<file path="src/rtl/regfile_2r1w.sv">
// Two-read / one-write register file with a per-register busy scoreboard.
// Define REGFILE_WRITE_BYPASS_EN to forward same-cycle writes to the read ports.
module regfile_2r1w #(
    parameter int DATA_WIDTH = 16,
    parameter int REG_COUNT  = 16,
    parameter int ADDR_WIDTH = $clog2(REG_COUNT)
) (
    input  logic                            I_CLK,
    input  logic                            I_NRESET,
    input  logic                            I_WR_EN,
    input  logic [ADDR_WIDTH-1:0]           I_WR_ADDR,
    input  logic [DATA_WIDTH-1:0]           I_WR_DATA,
    input  logic [ADDR_WIDTH-1:0]           I_RD_ADDR_A,
    input  logic [ADDR_WIDTH-1:0]           I_RD_ADDR_B,
    output logic [DATA_WIDTH-1:0]           O_RD_DATA_A,
    output logic [DATA_WIDTH-1:0]           O_RD_DATA_B,
    input  logic                            I_LOCK_EN,
    input  logic [ADDR_WIDTH-1:0]           I_LOCK_ADDR,
    output logic                            O_BUSY_A,
    output logic                            O_BUSY_B,
    output logic [REG_COUNT*DATA_WIDTH-1:0] O_REG_DATA
);

    logic [DATA_WIDTH-1:0] regs_q [REG_COUNT];
    logic [DATA_WIDTH-1:0] regs_d [REG_COUNT];
    logic [REG_COUNT-1:0]  busy_q;
    logic [REG_COUNT-1:0]  busy_d;

    // Address decode by comparison, so out-of-range addresses match nothing.
    always_comb begin
        regs_d = regs_q;
        busy_d = busy_q;
        for (int k = 0; k < REG_COUNT; k++) begin
            if (I_WR_EN && I_WR_ADDR == ADDR_WIDTH'(k)) begin
                regs_d[k] = I_WR_DATA;
                busy_d[k] = 1'b0;
            end
            if (I_LOCK_EN && I_LOCK_ADDR == ADDR_WIDTH'(k)) begin
                busy_d[k] = 1'b1;
            end
        end
    end

    always_ff @(posedge I_CLK) begin
        if (!I_NRESET) begin
            busy_q <= '0;
            for (int k = 0; k < REG_COUNT; k++) begin
                regs_q[k] <= '0;
            end
        end else begin
            busy_q <= busy_d;
            for (int k = 0; k < REG_COUNT; k++) begin
                regs_q[k] <= regs_d[k];
            end
        end
    end

    always_comb begin
        O_RD_DATA_A = '0;
        O_RD_DATA_B = '0;
        O_BUSY_A    = 1'b0;
        O_BUSY_B    = 1'b0;
        for (int k = 0; k < REG_COUNT; k++) begin
            if (I_RD_ADDR_A == ADDR_WIDTH'(k)) begin
                O_RD_DATA_A = regs_q[k];
                O_BUSY_A    = busy_q[k];
            end
            if (I_RD_ADDR_B == ADDR_WIDTH'(k)) begin
                O_RD_DATA_B = regs_q[k];
                O_BUSY_B    = busy_q[k];
            end
        end
`ifdef REGFILE_WRITE_BYPASS_EN
        if (I_WR_EN && int'(I_WR_ADDR) < REG_COUNT) begin
            if (I_WR_ADDR == I_RD_ADDR_A) begin
                O_RD_DATA_A = I_WR_DATA;
                O_BUSY_A    = I_LOCK_EN && (I_LOCK_ADDR == I_RD_ADDR_A);
            end
            if (I_WR_ADDR == I_RD_ADDR_B) begin
                O_RD_DATA_B = I_WR_DATA;
                O_BUSY_B    = I_LOCK_EN && (I_LOCK_ADDR == I_RD_ADDR_B);
            end
        end
`endif
    end

    // The debug dump always shows stored state, never forwarded data.
    for (genvar g = 0; g < REG_COUNT; g++) begin : g_dump
        assign O_REG_DATA[g*DATA_WIDTH +: DATA_WIDTH] = regs_q[g];
    end

endmodule

</file>
<file path="config.mk">
export PLATFORM = sky130hd
export DESIGN_NAME = regfile_2r1w
export DESIGN_NICKNAME = d
export VERILOG_FILES = /design/src/rtl/regfile_2r1w.sv
export SDC_FILE = /design/constraint.sdc
export NUM_CORES = 1
export LEC_CHECK = 0
export CORE_AREA = 2 2 205 207
export CTS_CLUSTER_DIAMETER = 50
export DETAILED_ROUTE_END_ITERATION = 8
export DIE_AREA = 0 0 207 209
export GPL_ROUTABILITY_DRIVEN = 0
export SLEW_MARGIN = 20
export SYNTH_ARGS = -nofsm -noshare
export SYNTH_HDL_FRONTEND = slang
export SYNTH_SLANG_ARGS = --single-unit
export TNS_END_PERCENT = 10
</file>
<file path="constraint.sdc">
create_clock -name I_CLK -period 4.73 [get_ports I_CLK]
set_input_delay 0.473 -clock I_CLK [delete_from_list [all_inputs] [get_ports I_CLK]]
set_output_delay 0.473 -clock I_CLK [all_outputs]
set_load 0.005 [all_outputs]
</file>
==> results list <==
- The clock drives 272 sinks.
- Via count: 18,100
* Antenna violations before repair: 1
- On the critical path, the stage with the largest delay is an instance of sky130_fd_sc_hd__a211oi_1.
- Residual DRC: 0
- Yosys printed 0 warnings.
- Hold is met by 0.517 ns.
- Synthesized area: 16,200 um^2
- Leading cell type in the layout, fill and taps excluded: sky130_fd_sc_hd__nand2_1
* Via count of the first global-routing pass: 17,000
- For the final database, setup skew stands at 0 ns.
- The post-route netlist has 8.89% of its cells at a drive strength greater than 1.
- Timing analysis after detailed placement gives a worst setup slack of 0.890 ns.
- Starting DRT DRC Count: 2,469
- Post-synth cell types: 75
- Per-instance average area after synthesis: 7.81 um^2
- CP delay by family, top: buffers and inverters
- Crit. path cell count: 7
- Number of non-filler instances in the completed layout: 2,845
* Clock Pin Slew Worst Setup and Hold Paths: 0.05 ns
* Maximum vdd drop: 0.178 mV
- For this design the total switching power over the nets is 1.62 mW.
- Number of clock buffers inserted by TritonCTS: 36
- The clock network is responsible for 46.9% of the overall power.
* Number of buffers between clock root and the deepest sink: 3
* Final setup vio count: 0
- The floorplan step defined a die boundary enclosing 43,300 um^2.
- The count of buffers added on input and output ports is 325.
- Internal power comes to 4.38 mW.
- The later pin in the worst-skew pair is clocked with a latency of 0.52 ns.
* Max incr delay on CP: 0.66 ns
- Following the worst setup path forward leads to its endpoint at O_RD_DATA_B[0].
- Internal reg-to-reg setup slack: 3.80 ns
- The die is 207 um wide.
- The number of endpoints with negative hold slack in the final report came to 0.
- Measured along the y axis, the die boundary spans 209 um.
* Post-detailed-route wirelength per cell: 28.9 um
* Net count after synthesis: 2,111
* Total Nets Final: 2,316
- The final critical path takes up 87.2% of the cycle.
- Critical R2R Launch: O_REG_DATA[115]
* Per-cell via count in the routed design: 6.37
* Filler Cell Count: 3,942
- The flow ran to the end, and the final reports show no timing, DRC or antenna violations.
- The number of setup buffers added after CTS is 0.
* GR Overflow Total: 0
- Area Growth Syn to Fin: 27.8%
* Number of gates resized after cts: 0
* Critical path cell sequence: clkdlybuf4s50_1, buf_4, clkinv_1, o32ai_1, a21oi_1, a211oi_1, clkdlybuf4s50_1
- Yosys mapped a number of flops with a built-in enable equal to 0.
- Final-report max-slew violation count: 0
- Among all flip-flop cells after synthesis, the most frequent one is sky130_fd_sc_hd__dfxtp_1.
- Wire length of the first global-routing pass: 117 mm
* Power density normalized to cell area: 290 nW/um^2
- Global routing used 36.2% of the available tracks across all layers.
* Leakage power of the design: 6.71 nW
- Combinational logic is responsible for 13.4% of the overall power.
* Max Cap Viol: 0
- The synthesized design contains 272 register bits.
* Cell repeated most along the worst path: sky130_fd_sc_hd__clkdlybuf4s50_1
- Sequential Power Share: 39.7%
* Cells after synthesis: 2,075
- After detailed routing, the total wire length is 82.3 mm.
* Antenna viol nets, final: 0
- First element of the critical path: I_RD_ADDR_B[3]
- Once detailed placement completed, the half-perimeter wirelength came to 60.0 mm.
- Switch share: 27.0%
- R2R depth: 2
- In this run the number of H-tree levels came out at 2.
- Counting flops with an async set or reset pin after synthesis yields a share of 0%.
- Row cnt: 75
- In this run the critical register-to-register path is captured at O_REG_DATA[115].
- Highest-count cells in the layout ignoring fill and taps: sky130_fd_sc_hd__nand2_1, sky130_fd_sc_hd__clkdlybuf4s50_1, sky130_fd_sc_hd__dfxtp_1
- Top-Level Pins: 326
* Class of the tightest hold or removal check: flip-flop to flip-flop
- STA classifies the critical path endpoint as a primary output.
* Setup WS post-layout: 0.608 ns
- Top achievable clock speed: 243 MHz
- Final worst path period need: 4.12 ns
* Start-to-end type of the worst setup path: input port to primary output
* Sequential share of the synthesized area: 33.6%
- Largest net degree at the start of global routing: 174
- For the pin with the worst max-slew slack, the measured transition is 1.17 ns.
* CTS Hold Bufs: 0
- Cell at the root of the clock tree: sky130_fd_sc_hd__clkbuf_16
- Headroom to the max-slew limit came out at 22.0%.
- Summed over all failing endpoints, the final setup total negative slack is 0 ns.
- Post-placement cell count: 2,781
- Setup repair after global routing left no endpoint under its margin.
- Type of element launching the critical path: input port
* Total core area: 41,300 um^2
* Initial core utilization: 39.2%
- The pre-antenna-repair detailed-routing pass consisted of 6 iterations.
- For the worst setup path, the data arrival time is 3.65 ns.
- Buffers plus inverters on the worst setup path: 4
- Required time of the critical path: 4.26 ns
- TritonCTS built the clock tree.
* Max FO, Critical Path: 29
==> state kept, by name (all words and copies together) (netlist names) <==
| register | flops |
|---|---|
| O_REG_DATA | 256 |
| busy_q | 16 |
==> power by group through the flow <==
| stage | clock, mW | sequential, mW | combinational (mW) |
|---|---|---|---|
| finish | 2.82 | 2.38 | 0.803 |
| global route | 2.92 | 2.38 | 0.832 |
| CTS | 2.84 | 2.38 | 0.768 |
| detailed placement | 0 | 2.43 | 0.764 |
| global placement | 0 | 2.43 | 0.757 |
| floorplan | 0 | 2.40 | 0.458 |
==> per-stage QoR <==
stage	utilization (%)	power [mW]	cell area (um^2)
after global placement	47.1	3.18	19500
after global routing	50.1	6.13	20700
after CTS	50.1	5.98	20700
after detailed placement	47.1	3.19	19500
after floorplan	-	2.86	16200
final	50.1	6.00	20700
==> worst min path at each step <==
stage,start,endpoint,cells past startpoint
6_report,O_REG_DATA[241],O_REG_DATA[241],2
5_1_grt,O_REG_DATA[95],O_REG_DATA[95],2
4_1_cts,O_REG_DATA[241],O_REG_DATA[241],2
3_5_place_dp,O_REG_DATA[241],O_REG_DATA[241],2
3_3_place_gp,O_REG_DATA[76],O_REG_DATA[76],2
2_1_floorplan,busy_q[3],busy_q[3],2
==> routing by layer <==
layer	track usage, %	vias to the layer above	part of all wire [%]
met5	0	-	0
met4	20.2	0	6.4
met3	8.94	317	12
met2	55.4	1453	44
met1	46.7	8581	38
li1	-	7760	-
==> kinds of logic (layout without fill, tap and decap cells) <==
| family | after synthesis | count (layout) | share of synthesized area, % |
|---|---|---|---|
| AO/OA/AOI/OAI | 678 | 678 | 29.1 |
| multiplexers | 124 | 124 | 9.86 |
| buffers and inverters | 213 | 443 | 6.29 |
| other | 0 | 1 | 0 |
| flip-flops | 272 | 272 | 33.6 |
| AND/OR/NAND/NOR | 788 | 788 | 21.2 |
==> area by class of cell <==
type / instances / area (um^2) / share of cell area, %
multi-input combinational: 1590 / 9780 / 47.3
sequential: 272 / 5450 / 26.3
timing repair buffer: 362 / 3520 / 17.0
clock buffer: 53 / 1040 / 5.00
tap: 539 / 674 / 3.26
clock inverter: 10 / 176 / 0.852
inverter: 18 / 67.6 / 0.326
antenna: 1 / 2.50 / 0.0121
==> synth_stat cells, drive strengths merged (5+ instances only) <==
master | count | area, um^2
a211oi | 19 | 143
a21boi | 260 | 1950
a21oi | 114 | 571
a221o | 9 | 90.1
a221oi | 12 | 105
a22oi | 47 | 353
a2bb2oi | 5 | 43.8
a31oi | 13 | 81.3
a32oi | 9 | 78.8
and2 | 9 | 56.3
and3b | 6 | 52.6
buf | 84 | 532
clkbuf | 111 | 419
dfxtp | 272 | 5450
inv | 14 | 52.6
mux2 | 55 | 619
mux2i | 46 | 460
mux4 | 23 | 518
nand2 | 586 | 2200
nand2b | 22 | 138
nand3 | 23 | 115
nor2 | 48 | 195
nor2b | 37 | 231
nor3 | 14 | 103
nor3b | 16 | 140
o2111ai | 7 | 61.3
o211ai | 11 | 82.6
o21ai | 77 | 389
o221ai | 19 | 166
o22ai | 35 | 219
o32a | 7 | 70.1
o32ai | 5 | 43.8
or2 | 5 | 31.3
==> worst reg2reg max path, stage by stage, from the launching register on <==
cell and delay [ns]:
sky130_fd_sc_hd__dfxtp_1 0.54, sky130_fd_sc_hd__nand2_1 0.08, sky130_fd_sc_hd__a21boi_0 0.23
Note: power is estimated with default switching activity, not from simulation.
